$ cat src/rtl/keypad_pkg.sv
// keypad_pkg: shared definitions for keypad-facing blocks.
//   KEYPAD_WIDTH - number of raw key lines (one per decimal key)
//   DIGIT_WIDTH  - width of a BCD digit / key index
//   state_e      - keypad_encoder FSM state encoding
package keypad_pkg;

   localparam int unsigned KEYPAD_WIDTH = 10;
   localparam int unsigned DIGIT_WIDTH  = 4;

   typedef enum logic [1:0] {
      StIdle       = 2'd0,
      StDebPress   = 2'd1,
      StHeld       = 2'd2,
      StDebRelease = 2'd3
   } state_e;

endpackage

$ cat src/rtl/onehot_classify.sv
// onehot_classify: combinational population classifier for a key vector.
//   vec    - key lines, bit i high = key i active
//   none   - no bit set
//   single - exactly one bit set
//   multi  - two or more bits set
//   index  - index of the set bit; only meaningful when single is high
module onehot_classify
   import keypad_pkg::*;
(
   input  logic [KEYPAD_WIDTH-1:0] vec,
   output logic                    none,
   output logic                    single,
   output logic                    multi,
   output logic [DIGIT_WIDTH-1:0]  index
);

   logic [3:0] count;

   always_comb begin
      count = '0;
      index = '0;
      for (int i = 0; i < int'(KEYPAD_WIDTH); i++) begin
         if (vec[i]) begin
            count = count + 4'd1;
            index = DIGIT_WIDTH'(i);
         end
      end
   end

   assign none   = (count == 4'd0);
   assign single = (count == 4'd1);
   assign multi  = (count > 4'd1);

endmodule

$ cat src/rtl/keypad_encoder.sv
// keypad_encoder: synchronizes and debounces a raw 10-line decimal keypad and
// emits one BCD digit plus a one-cycle strobe per clean key press.
//   clock       - system clock, rising edge
//   clear       - asynchronous active-high reset
//   keypad      - raw key lines (asynchronous, may bounce)
//   digit       - BCD code of the last accepted key, held until the next accept
//   digit_valid - one-cycle pulse when digit is new
//   key_held    - accepted key not yet fully released (debounced)
//   key_error   - registered flag: synchronized sample has more than one key set
module keypad_encoder
   import keypad_pkg::*;
#(
   parameter int unsigned DEBOUNCE_CYCLES = 4
) (
   input  logic                    clock,
   input  logic                    clear,
   input  logic [KEYPAD_WIDTH-1:0] keypad,
   output logic [DIGIT_WIDTH-1:0]  digit,
   output logic                    digit_valid,
   output logic                    key_held,
   output logic                    key_error
);

   localparam logic [7:0] CntLimit = 8'(DEBOUNCE_CYCLES);

   logic [KEYPAD_WIDTH-1:0] sync_meta, sample;
   logic                    is_none, is_single, is_multi;
   logic [DIGIT_WIDTH-1:0]  idx;
   logic                    match;

   state_e                  state_q, state_d;
   logic [7:0]              cnt_q, cnt_d;
   logic [DIGIT_WIDTH-1:0]  cand_q, cand_d;
   logic                    accept;

   logic [DIGIT_WIDTH-1:0]  digit_q, digit_d;
   logic                    valid_q, valid_d;
   logic                    held_q, held_d;
   logic                    error_q, error_d;

   // Two-flop synchronizer; nothing downstream looks at keypad directly.
   always_ff @(posedge clock or posedge clear) begin
      if (clear) begin
         sync_meta <= '0;
         sample    <= '0;
      end else begin
         sync_meta <= keypad;
         sample    <= sync_meta;
      end
   end

   onehot_classify u_classify (
      .vec    (sample),
      .none   (is_none),
      .single (is_single),
      .multi  (is_multi),
      .index  (idx)
   );

   assign match = is_single && (idx == cand_q);

   // State register
   always_ff @(posedge clock or posedge clear) begin
      if (clear) begin
         state_q <= StIdle;
         cnt_q   <= '0;
         cand_q  <= '0;
      end else begin
         state_q <= state_d;
         cnt_q   <= cnt_d;
         cand_q  <= cand_d;
      end
   end

   // Next-state logic
   always_comb begin
      state_d = state_q;
      cnt_d   = cnt_q;
      cand_d  = cand_q;
      accept  = 1'b0;
      unique case (state_q)
         StIdle: begin
            if (is_single) begin
               cand_d  = idx;
               cnt_d   = 8'd1;
               state_d = StDebPress;
            end
         end
         StDebPress: begin
            if (match) begin
               if (cnt_q == CntLimit) begin
                  accept  = 1'b1;
                  state_d = StHeld;
               end else begin
                  cnt_d = cnt_q + 8'd1;
               end
            end else begin
               // Bounce, extra key or a different key: abandon this candidate.
               cnt_d   = '0;
               state_d = StIdle;
            end
         end
         StHeld: begin
            if (is_none) begin
               cnt_d   = 8'd1;
               state_d = StDebRelease;
            end
         end
         StDebRelease: begin
            if (is_none) begin
               if (cnt_q == CntLimit) begin
                  cnt_d   = '0;
                  state_d = StIdle;
               end else begin
                  cnt_d = cnt_q + 8'd1;
               end
            end else begin
               state_d = StHeld;
            end
         end
         default: state_d = StIdle;
      endcase
   end

   // Output logic: next values for the registered outputs.
   always_comb begin
      digit_d = accept ? cand_q : digit_q;
      valid_d = accept;
      held_d  = (state_d == StHeld) || (state_d == StDebRelease);
      error_d = is_multi;
   end

   always_ff @(posedge clock or posedge clear) begin
      if (clear) begin
         digit_q <= '0;
         valid_q <= 1'b0;
         held_q  <= 1'b0;
         error_q <= 1'b0;
      end else begin
         digit_q <= digit_d;
         valid_q <= valid_d;
         held_q  <= held_d;
         error_q <= error_d;
      end
   end

   assign digit       = digit_q;
   assign digit_valid = valid_q;
   assign key_held    = held_q;
   assign key_error   = error_q;

endmodule

$ cat config.mk
export PLATFORM = sky130hd
export DESIGN_NAME = keypad_encoder
export DESIGN_NICKNAME = d
export VERILOG_FILES = /design/src/rtl/keypad_pkg.sv /design/src/rtl/onehot_classify.sv /design/src/rtl/keypad_encoder.sv
export SDC_FILE = /design/constraint.sdc
export NUM_CORES = 1
export LEC_CHECK = 0
export CAP_MARGIN = 15
export CORE_UTILIZATION = 55
export DETAILED_ROUTE_END_ITERATION = 12
export PLACE_DENSITY_LB_ADDON = 0.1
export SYNTH_ARGS = -nofsm -noshare
export SYNTH_HDL_FRONTEND = slang
export SYNTH_HIERARCHICAL = 1
export SYNTH_SLANG_ARGS = --single-unit
$ cat constraint.sdc
create_clock -name clock -period 6.5 [get_ports clock]
set_clock_uncertainty 0.2 [all_clocks]
set_input_delay 1.3 -clock clock [delete_from_list [all_inputs] [get_ports clock]]
set_output_delay 1.3 -clock clock [all_outputs]
set_load 0.005 [all_outputs]
==> summary.txt, run 1 <==
Floorplanning
  • Core area: approximately 4700 sq um
  • Die ar.: roughly 5100 sq um
  • Starting density of the core: 0.570
  • FP Rows: 25
  • Die Ht: 71.7 um
  • Boundary Pins: 19
  • Die width: between 70 and 80 um

Setup path
  • Crit path depth: 25
  • Worst setup EP type: register
  • Worst reg2reg path startpoint: sample[1]
  • Req. time, crit path: approximately 6.5 ns
  • R2R depth: 25
  • Critical path's most frequent cell: ha_1
  • CP Data Arrival Time: slightly above 6 ns
  • CP max FO: 9
  • Reg2Reg Setup Slack: 0.45 ns
  • Worst path bufs/invs: 2
  • Critical path's top delay family: adder cells
  • CP Capture Point: cnt_q[0]
  • Critical path's slowest cell: ha_1
  • CP max stage delay: approximately 0.41 ns
  • RR Endpoint: cnt_q[0]
  • CP Launch Type: register
  • Setup CP Type: reg -> reg
  • Crit path launch: sample[1]

Logic synthesis
  • EDFF count, synth: 0
  • Seq/Total Area, Yosys: 0.374
  • Cells after synthesis: 262
  • Post-Synthesis Cell Area: 2680 sq um
  • Count leader, synth: dfrtp_1
  • Syn Nets: roughly 290
  • Post-synth ARST share: 1.00
  • FF+latch count, synth: 40
  • Synth area leaders: dfrtp_1 37%, ha_1 5.6%, xnor2_1 5.6%, mux2_1 3.8%, nand2_1 2.4%
  • Commonest cells in the netlist: 40 x dfrtp_1, 17 x nand2_1, 17 x nor2_1, 17 x xnor2_1, 12 x ha_1
  • Ys Warns: 6
  • Synth area leader: dfrtp_1
  • Syn_area_per_cell: ~10 sq um
  • Yosys top cell area share: 0.374
  • Top_reg_cell synth: dfrtp_1
  • Synth unique cells: between 70 and 80

Power
  • Logic pwr share: 0.403
  • Switching share of power: 0.349
  • Pint: ~550 uW
  • Clock network power share: 0.231
  • Switching power: between 200 and 300 uW
  • Sequential share of power: 0.366
  • Worst VDD drop: about 0.00023 V
  • P_leak: roughly 0.0013 uW
  • Power per cell area: about 280 nW/um^2

STA
  • Period Utilization, post-route: 0.931
  • RSZ-0062 raised after global routing: false
  • Final setup vio count: 0
  • Setup TNS: 0 ns
  • Worst-margin pin slew: 0.498 ns
  • Max frequency: 165 MHz
  • Worst hold margin: ~0.15 ns
  • Normalized max-slew margin: 0.668
  • Hold Vio Cnt, Final: 0
  • Minimum clock period: between 6 and 7 ns
  • Final slew viol count: 0

Clocking
  • Clk_lat worst skew: 0.29 ns
  • CTS max path bufs: 2
  • Post-CTS resize count: 0
  • CTS tree: done
  • Hold_buf cts: 0
  • Root Driver: clkbuf_8
  • CTS sink count: 40
  • CTS HTree Levels: 2
  • Clk pin slew, worst setup/hold paths: approximately 0.07 ns
  • Post-CTS setup buffer count: 0
  • CTS buffer count: 5

Global route
  • Grt ovf: 0
  • Number of global-route vias before repair: 1810
  • Largest net degree at the start of global routing: 41
  • Total Routing Usage GR: 0.215
  • Antenna violations before repair: 0
  • First-pass GRT wire length: 8670 um

Flow run
  • Max capacitance violation total: 0

Route
  • Vias: 1994
  • DRT antenna net count: 0
  • WL final: ~4900 um
  • Routed WL per cell: roughly 15 um
  • DRT Pass-1 Iters: 4
  • Routed vias/inst: slightly below 6
  • Starting DRT DRC Count: around 110
  • # DRC: 0

Layout
  • Final Cell Area: roughly 3000 sq um
  • # diodes: 0
  • Final net count: around 300
  • FILL cells: ~390
  • Final std cells w/o fill: approximately 340
  • Share of cells above drive strength 1: 0.132
  • Area growth, synth to finish: 13.0%
  • Multi-input gate area: between 1500 and 2000 sq um
  • FF/Latch Area: ~1000 sq um
  • Util after Layout: 0.644

Hold path
  • Type of the worst min-delay path: reg -> reg

Placement
  • PortBufs: 18
  • Placed Area: about 2900 sq um
  • Dpl hpwl: roughly 3600 um
  • Placer Congestion: ~0.8
  • Placed Cells incl. Taps: around 330

Status
  • Status: complete, no violations
[stage by stage]
| step | worst slack (ns) | power, uW |
|---|---|---|
| after floorplan | 0.712 | 578 |
| after global placement | 0.413 | 636 |
| after detailed placement | 0.200 | 643 |
| after CTS | 0.168 | 844 |
| after global routing | 0.0234 | 907 |
| final | 0.447 | 842 |
[cells by family after synthesis]
kind of cell             Yosys count  share of synthesized area
buffers and inverters             22                     0.0384
XOR/XNOR                          28                      0.109
AO/OA/AOI/OAI                     62                      0.180
multiplexers                      13                     0.0533
AND/OR/NAND/NOR                   85                      0.189
flip-flops                        40                      0.374
adder cells (fa/ha/maj)           12                     0.0561
[sequential cells by signal (all words and copies together) (netlist names)]
signal / flops
sample: 10
cand_q: 4
digit_valid: 1
key_held: 1
digit: 4
key_error: 1
cnt_q: 8
state_q: 1
sync_meta: 10
[final cells by class]
cell class              instances  share of cell area
repair buffers                 19              0.0621
clock buffers                   6              0.0240
inverters                      14              0.0190
multi-input cells             200               0.530
well taps                      54              0.0224
flip-flops and latches         40               0.331
clock inverters                 2              0.0116
[power groups by stage]
stage	registers [uW]	clock network (uW)	logic [uW]
after floorplan	295	0	283
after global placement	311	0	325
after detailed placement	312	0	331
after CTS	308	203	333
after global routing	313	214	381
final	308	195	339
[layout by cell type (no fill, tap or decap), types with 4 or more instances in the layout]
cell and instances:
a21o_1 5, a21oi_1 7, and3_1 4, clkbuf_8 5, clkdlybuf4s50_1 18, dfrtp_1 40, ha_1 12, inv_1 11
mux2_1 9, nand2_1 17, nand2b_1 8, nand3_1 5, nor2_1 17, nor2b_1 4, nor3_1 7, o21ai_0 7
xnor2_1 17, xor2_1 7
[worst register-to-register path: stages, from the launching register on]
cell and delay, ns:
dfrtp_1 0.37, inv_1 0.08, ha_1 0.41, xnor2_4 0.30, inv_6 0.10, ha_1 0.34
xnor2_1 0.14, o221a_2 0.28, ha_1 0.33, xor2_1 0.14, o22ai_1 0.12, a211o_1 0.30
and3_1 0.19, o31ai_4 0.30, ha_1 0.30, xnor2_1 0.14, nand3_1 0.08, nand3_1 0.10
ha_1 0.30, mux2i_1 0.22, nand2_1 0.10, a21oi_2 0.19, nand2_2 0.14, nor3_2 0.23
o31a_4 0.21, mux2_1 0.33
[per-layer routing]
metal	GRT usage	share of wire	wire length, um	up-vias
li1	-	-	-	985
met1	0.322	0.50	2470	972
met2	0.317	0.45	2220	33
met3	0.0422	0.031	152	4
met4	0.0654	0.013	62	0
met5	0	0	0	-
[how the worst min path moves through the flow]
stage,start,to,cells after the start
detailed placement,sync_meta[7],sample[7],0
finish,sync_meta[0],sample[0],0
global route,sync_meta[0],sample[0],0
global placement,sync_meta[9],sample[9],0
CTS,sync_meta[4],sample[4],0
floorplan,sync_meta[0],sample[0],0
Power figures use the tool's default switching activity.
==> run 2: changes to the inputs <==
--- a/config.mk
+++ b/config.mk
@@ -8,6 +8,7 @@
 export CAP_MARGIN = 15
 export CORE_UTILIZATION = 55
 export DETAILED_ROUTE_END_ITERATION = 12
+export MAX_ROUTING_LAYER = met4
 export PLACE_DENSITY_LB_ADDON = 0.1
 export SYNTH_ARGS = -nofsm -noshare
 export SYNTH_HDL_FRONTEND = slang
==> run 2 against run 1 <==
  * Via count up 1.5%
  * Clock-buffer cell count unchanged
  * Register-to-register slack about the same
==> summary.txt, run 2 (synthesis results as in run 1) <==
STA
  • Worst-margin pin slew: 0.497 ns (was 0.498 ns)
  • Final setup vio count: 0 (unchanged)
  • Final slew viol count: 0 (unchanged)
  • Setup TNS: 0 ns (unchanged)
  • Max frequency: 165 MHz (about the same)
  • Normalized max-slew margin: 0.668 (about the same)
  • Period Utilization, post-route: 0.931 (about the same)
  • RSZ-0062 raised after global routing: false (unchanged)
  • Hold Vio Cnt, Final: 0 (unchanged)
  • Minimum clock period: 6.05 ns (about the same)

Floorplanning
  • Die ar.: 5150 sq um (unchanged)
  • Starting density of the core: 0.570 (unchanged)
  • Die width: 71.7 um (unchanged)
  • Core area: 4690 sq um (unchanged)
  • Die Ht: 71.7 um (unchanged)
  • Boundary Pins: 19 (unchanged)
  • FP Rows: 25 (unchanged)

Route
  • Vias: 2023 (was 1994)
  • WL final: 4890 um (was 4900 um)
  • Starting DRT DRC Count: 126 (was 109)
  • DRT antenna net count: 0 (unchanged)
  • DRT Pass-1 Iters: 4 (unchanged)
  • Routed WL per cell: 14.6 um (about the same)
  • Routed vias/inst: 6.04 (was 5.95)
  • # DRC: 0 (unchanged)

Power
  • Worst VDD drop: 0.000227 V (was 0.000228 V)
  • Switching power: 294 uW (about the same)
  • Switching share of power: 0.349 (about the same)
  • Pint: 548 uW (unchanged)
  • Clock network power share: 0.231 (about the same)
  • Logic pwr share: 0.404 (was 0.403)
  • P_leak: 0.00128 uW (unchanged)
  • Sequential share of power: 0.366 (about the same)
  • Power per cell area: 279 nW/um^2 (about the same)

Clocking
  • CTS sink count: 40 (unchanged)
  • CTS buffer count: 5 (unchanged)
  • Hold_buf cts: 0 (unchanged)
  • Post-CTS setup buffer count: 0 (unchanged)
  • CTS HTree Levels: 2 (unchanged)
  • Clk_lat worst skew: 0.28 ns (was 0.29 ns)
  • Clk pin slew, worst setup/hold paths: 0.07 ns (about the same)
  • CTS max path bufs: 2 (unchanged)
  • Root Driver: clkbuf_8 (unchanged)
  • CTS tree: done (unchanged)
  • Post-CTS resize count: 0 (unchanged)

Global route
  • First-pass GRT wire length: 8650 um (was 8670 um)
  • Met2 Use GR: 0.317 (unchanged)
  • Number of global-route vias before repair: 1816 (was 1810)
  • Met3 Usage GRT: 0.0422 (unchanged)
  • Largest net degree at the start of global routing: 41 (unchanged)
  • Busiest grt layer: met1 (unchanged)
  • Antenna violations before repair: 0 (unchanged)
  • Grt ovf: 0 (unchanged)
  • GR Layer Usage met1: 0.321 (was 0.322)
  • Total Routing Usage GR: 0.221 (was 0.215)

Setup path
  • Worst setup EP type: register (unchanged)
  • Req. time, crit path: 6.47 ns (about the same)
  • R2R depth: 25 (unchanged)
  • Reg2Reg Setup Slack: 0.45 ns (about the same)
  • RR Endpoint: cnt_q[0] (unchanged)
  • CP Launch Type: register (unchanged)
  • CP max FO: 9 (unchanged)
  • Setup CP Type: reg -> reg (unchanged)
  • CP Data Arrival Time: 6.02 ns (was 6.03 ns)
  • Worst reg2reg path startpoint: sample[1] (unchanged)

Placement
  • PortBufs: 18 (unchanged)
  • Dpl hpwl: 3630 um (unchanged)
  • Placed Cells incl. Taps: 327 (unchanged)
  • Placer Congestion: 0.833 (was 0.821)

Hold path
  • WHS Path Cells: 0 (unchanged)
  • Type of the worst min-delay path: reg -> reg (unchanged)
  • Hold_sp: sync_meta[0] (unchanged)
  • Hold endpoint: sample[0] (unchanged)

Status
  • Status: complete, no violations (unchanged)

Layout
  • FILL cells: 386 (unchanged)
  • Share of cells above drive strength 1: 0.132 (unchanged)
  • # diodes: 0 (unchanged)
  • Util after Layout: 0.644 (unchanged)
  • Area growth, synth to finish: 13.0% (unchanged)
  • Final net count: 304 (unchanged)
  • Top Registers: sample x10, sync_meta x10, cnt_q x8 (unchanged)
  • Most common cell after layout, fill and taps aside: dfrtp_1 (unchanged)
  • Final std cells w/o fill: 335 (unchanged)
  • Most frequent cells in the layout: 40 x dfrtp_1, 18 x clkdlybuf4s50_1, 17 x xnor2_1, 17 x nand2_1, 17 x nor2_1 (unchanged)

Flow run
  • Max capacitance violation total: 0 (unchanged)
==> run 2: cell counts in the layout (fill, tap and decap cells not counted) <==
No cell type changed its count.
==> run 2: how the worst max path moves through the flow <==
| stage | from | end | slack [ns] | cells after the start |
|---|---|---|---|---|
| detailed placement | sample[0] | cnt_q[2] | 0.20 | 25 |
| global route | sample[1] | cnt_q[0] | 0.02 | 25 |
| CTS | sample[1] | cnt_q[2] | 0.17 | 25 |
| floorplan | sample[0] | cnt_q[0] | 0.71 | 25 |
| finish | sample[1] | cnt_q[0] | 0.45 | 25 |
| global placement | sample[0] | cnt_q[0] | 0.41 | 25 |
==> run 2: area by class of cell <==
type | count | area [sq um] | area share
timing repair buffer | 19 | 188 | 0.0621
multi-input combinational | 200 | 1600 | 0.530
tap | 54 | 67.6 | 0.0224
sequential | 40 | 1000 | 0.331
inverter | 14 | 57.6 | 0.0190
clock buffer | 6 | 72.6 | 0.0240
clock inverter | 2 | 35.0 | 0.0116
==> run 2: stage by stage <==
stage,setup slack (ns),hold WS [ns],area (sq um),total power [uW]
floorplan,0.712,0.131,2680,578
global placement,0.413,0.131,2890,636
detailed placement,0.200,0.135,2890,643
CTS,0.168,0.151,2990,844
global route,0.0234,0.156,3020,907
finish,0.450,0.148,3020,842
==> run 2: worst max-delay path, stage by stage (launching register included) <==
cell	delay (ns)
dfrtp_1	0.37
inv_1	0.08
ha_1	0.40
xnor2_4	0.30
inv_6	0.10
ha_1	0.34
xnor2_1	0.14
o221a_2	0.28
ha_1	0.33
xor2_1	0.14
o22ai_1	0.12
a211o_1	0.30
and3_1	0.19
o31ai_4	0.30
ha_1	0.30
xnor2_1	0.17
nand3_1	0.09
nand3_1	0.11
ha_1	0.24
mux2i_1	0.23
nand2_1	0.10
a21oi_2	0.19
nand2_2	0.14
nor3_2	0.23
o31a_4	0.21
mux2_1	0.33
==> run 2: layer usage <==
metal | share of wire | vias to the layer above
li1 | - | 987
met1 | 0.50 | 993
met2 | 0.45 | 39
met3 | 0.036 | 4
met4 | 0.013 | 0
met5 | 0 | -
==> run 2: power by group through the flow <==
stage	combinational (uW)	sequential [uW]	clock, uW
floorplan	283	295	0
global placement	325	311	0
detailed placement	331	312	0
CTS	333	308	203
global route	380	313	214
finish	340	308	194
